<file path="config.mk">
export PLATFORM = sky130hd
export DESIGN_NAME = write_sel_encoder
export DESIGN_NICKNAME = d
export VERILOG_FILES = /design/src/rtl/write_sel_encoder.sv
export SDC_FILE = /design/constraint.sdc
export NUM_CORES = 1
export LEC_CHECK = 0
export ABC_AREA = 1
export CORE_UTILIZATION = 45
export DETAILED_ROUTE_END_ITERATION = 6
export PLACE_DENSITY = 0.79
export REMOVE_ABC_BUFFERS = 1
export SYNTH_ARGS = -nofsm -noshare
export SYNTH_HDL_FRONTEND = slang
export SYNTH_SLANG_ARGS = --single-unit
</file>
<file path="constraint.sdc">
create_clock -name clk -period 3.5 [get_ports clk]
set_input_delay 0.35 -clock clk [delete_from_list [all_inputs] [get_ports clk]]
set_output_delay 0.35 -clock clk [all_outputs]
set_load 0.05 [all_outputs]
</file>
<file path="src/rtl/write_sel_encoder.sv">
// Write-select encoder: queues per-destination write requests and issues one per cycle
// as a registered code/one-hot grant. Define WRITE_SEL_FIXED_PRIO_EN for fixed priority.
module write_sel_encoder (
   input  logic       clk,
   input  logic       rst_n,
   input  logic [7:0] req,
   input  logic       stall,
   input  logic       ovr_clr,
   output logic [3:0] selection_en,
   output logic [7:0] grant,
   output logic [7:0] pending,
   output logic       busy,
   output logic       overrun
);

   localparam logic [0:0] ST_IDLE = 1'b0;
   localparam logic [0:0] ST_ARB  = 1'b1;

   logic [0:0] state_p0;
   logic [0:0] state_nxt;
   logic [2:0] issue_idx_p0;
   logic       issue_vld_p0;
   logic [7:0] issue_oh_p0;
   logic [7:0] pending_nxt;
   logic       ovr_set;

`ifdef WRITE_SEL_FIXED_PRIO_EN
   // Lowest pending index wins: PC highest, TR lowest.
   always_comb begin
      issue_idx_p0 = 3'd0;
      for (int i = 7; i >= 0; i--) begin
         if (pending[i]) issue_idx_p0 = 3'(i);
      end
   end
`else
   logic [2:0] last_idx;
   logic [2:0] probe;
   logic       found;

   // Rotating search starting just after the last issued index.
   always_comb begin
      issue_idx_p0 = 3'd0;
      probe        = 3'd0;
      found        = 1'b0;
      for (int i = 0; i < 8; i++) begin
         probe = last_idx + 3'd1 + 3'(i);
         if (!found && pending[probe]) begin
            issue_idx_p0 = probe;
            found        = 1'b1;
         end
      end
   end

   always_ff @(posedge clk or negedge rst_n) begin
      if (!rst_n)
         last_idx <= 3'd7;
      else if (issue_vld_p0)
         last_idx <= issue_idx_p0;
   end
`endif

   always_comb begin
      issue_vld_p0 = !stall && (pending != 8'h00);
      issue_oh_p0  = issue_vld_p0 ? (8'h01 << issue_idx_p0) : 8'h00;
      // A request landing on the edge its bit issues is a fresh request, not an overrun.
      pending_nxt  = (pending & ~issue_oh_p0) | req;
      ovr_set      = |(req & pending & ~issue_oh_p0);
      state_nxt    = (pending_nxt != 8'h00) ? ST_ARB : ST_IDLE;
   end

   // Stage boundary: issue decision registered onto the outputs.
   always_ff @(posedge clk or negedge rst_n) begin
      if (!rst_n) begin
         state_p0     <= ST_IDLE;
         pending      <= 8'h00;
         selection_en <= 4'd0;
         grant        <= 8'h00;
         overrun      <= 1'b0;
      end else begin
         state_p0     <= state_nxt;
         pending      <= pending_nxt;
         selection_en <= issue_vld_p0 ? ({1'b0, issue_idx_p0} + 4'd1) : 4'd0;
         grant        <= issue_oh_p0;
         if (ovr_set)
            overrun <= 1'b1;
         else if (ovr_clr)
            overrun <= 1'b0;
      end
   end

   assign busy = (state_p0 == ST_ARB);

endmodule

</file>
==> results.cfg <==
[run_status]
status = finished clean

[critical_path]
critPathLaunchType = flop
path_max_fanout = 11
crit_path_start = last_idx[0]
regToRegSetupSlack_ns = 0.25
critPathArrivalTime_ns = 3.42
worstSetupPathType = reg -> reg
end_kind = flop
critPathRequiredTime_ns = 3.67
reg2reg_from = last_idx[0]

[synthesis]
yosys_warnings = 0
synth_cells = 308
synthTopCellsByCount = nand2_1, inv_1, nand3_1
synth_flop_cell = dfrtp_1
synth_cell_type_count = 28
yosysTopAreaCell = dfrtp_1
synth.area.top_cells = dfrtp_1, nand2_1, nand3_1
yosysSeqAreaShare_pct = 30.8
synth.avg_cell_area_um2 = 6.63
synth-edff-count = 0
synth-seq-cells = 25
synth_top_area_share_pct = 27.0
yosysMostFrequentCell = nand2_1
async_flop_share_pct = 100
synthesis.area_um2 = 2040

[cells_and_area]
utilization_pct = 58.9
fin_nets = 363
fin_cells = 399
synthToLayoutAreaGrowth_pct = 25.6
fillerInstances = 390
layout-drive-gt1-share_pct = 17.9
diodes = 0

[timing]
fmax_mhz = 307
hold_viol = 0
holdWs_ns = 0.526
slew_headroom_pct = 30.5
layout_min_cycle_time_ns = 3.25
setup_viol_count_final = 0
final_max_slew_viol_count = 0
tightest_slew_ns = 1.04
skew_ns = 0.00759
timing.final.crit_share_pct = 92.9

[routing]
vias = 2068
via_per_inst = 5.18
drc_errors = 0
drtPass1Iterations = 7
drt_iter0_drc = 140
post_drt_wl_per_cell_um = 13.3
routed_wl_mm = 5.31
ant_nets = 0

[clocking]
cts_tree = yes
clock-root-buffer = clkbuf_8
cts.sinks = 25
clock_path_buffers = 2
cts_made_buffers = 3
htreeDepth = 1
clk_pin_slew_ns = 0.09
clk-insertion-delay-late_ns = 0.27
ctsHoldBuffers = 0

[global_routing]
grt_pass1_vias = 1890
grt_pass1_wl_mm = 8.52
grt_usage_pct = 21.8
overflow = 0
antenna_found_initial = 0
grt_max_degree = 26

[place]
place_hpwl_mm = 4.07
dpl.cell_count = 392
port_buffers = 33
gp_congestion = 0.916

[die]
core_area_um2 = 4350
die_x_um = 69.3
rows = 24
die_area_um2 = 4810
io_pins = 34
start_util_pct = 46.9
die_h_um = 69.3

[worst_hold_path]
min-delay-start = last_idx[1]
min-delay-path-class = reg -> reg

[flow_run]
maxCapViolCount = 0
-- layout by cell type (no fill, tap or decap), types with 2 or more instances in the layout --
cell type / count
nand3_1: 27
nor2_2: 4
nor2_8: 2
dfstp_2: 3
buf_4: 6
nor2_4: 2
dfrtp_1: 22
nand2_2: 13
a21oi_2: 3
o21ai_1: 4
ha_4: 2
nand3_2: 9
clkbuf_8: 3
clkdlybuf4s50_1: 33
nand2_4: 5
nand4_1: 8
nor3_1: 3
nand2_1: 119
inv_1: 34
inv_2: 4
o21ai_0: 6
a21oi_1: 4
nor2_1: 22
-- worst paths after layout --
kind / to / cells past startpoint
min in group asynchronous: pending[6] / 1
max in group asynchronous: selection_en[0] / 1
max reg2reg: overrun / 21
min: last_idx[1] / 2
min reg2reg: last_idx[1] / 2
max: overrun / 21
-- per-stage QoR --
| stage | setup TNS [ns] | setup WS [ns] | area (µm²) |
|---|---|---|---|
| final | 0 | 0.247 | 2560 |
| after global routing | -0.00369 | -0.00369 | 2560 |
| after CTS | 0 | 0.0941 | 2480 |
| after detailed placement | 0 | 0.130 | 2430 |
| after global placement | 0 | 0.231 | 2430 |
| after floorplan | -0.278 | -0.153 | 2000 |
-- worst max-delay path, cell delays in order (launching register included) --
cell and delay (ns):
dfstp_2 0.57, inv_2 0.06, ha_4 0.30, inv_1 0.07
buf_4 0.18, nand2_1 0.09, nand2_2 0.11, nand2_2 0.10
nand2_4 0.07, nor2_8 0.11, nand4_4 0.14, nor2_8 0.20
nand4_2 0.14, nand3_4 0.12, nand2_2 0.09, inv_1 0.08
ha_1 0.14, nand2_1 0.10, a32oi_1 0.23, nand2_1 0.07
nor2_1 0.13, nand2_1 0.07
-- cell type report --
cell class              instances  area, µm²  area share, %
flip-flops and latches         25        629           24.6
repair buffers                 40        395           15.4
inverters                      38        143           5.57
well taps                      52       65.1           2.54
multi-input cells             240       1280           50.0
clock inverters                 1       8.76          0.342
clock buffers                   3       41.3           1.61
-- logic make-up (layout without fill, tap and decap cells) --
group / count (synthesis) / count (layout) / synth area share (%)
and+or+nand+nor: 218 / 218 / 53.0
AOI/OAI and AO/OA: 19 / 19 / 5.40
DFF: 25 / 25 / 30.8
buffers and inverters: 43 / 82 / 8.95
adders and majority gates: 3 / 3 / 1.84
-- metal layers --
metal / vias to the layer above / global-route usage (%) / share of wire, %
met4: 0 / 6.12 / 1.1
met2: 62 / 36.5 / 50
met1: 946 / 29.9 / 45
met5: - / 0 / 0
met3: 8 / 2.18 / 4.6
li1: 1052 / - / -
-- timing repair --
item	4_1_cts	5_1_grt
setup buffers	0	3
resized for setup	0	12
setup endpoints to repair	0	3
-- registers in the layout, indices dropped and copies added, names as in the netlist --
register	flops
pending	8
grant	8
last_idx	3
busy	1
overrun	1
selection_en	4
Power is not shown: default switching activity piles up to over one toggle a cycle in this logic, so the estimate is an artifact.
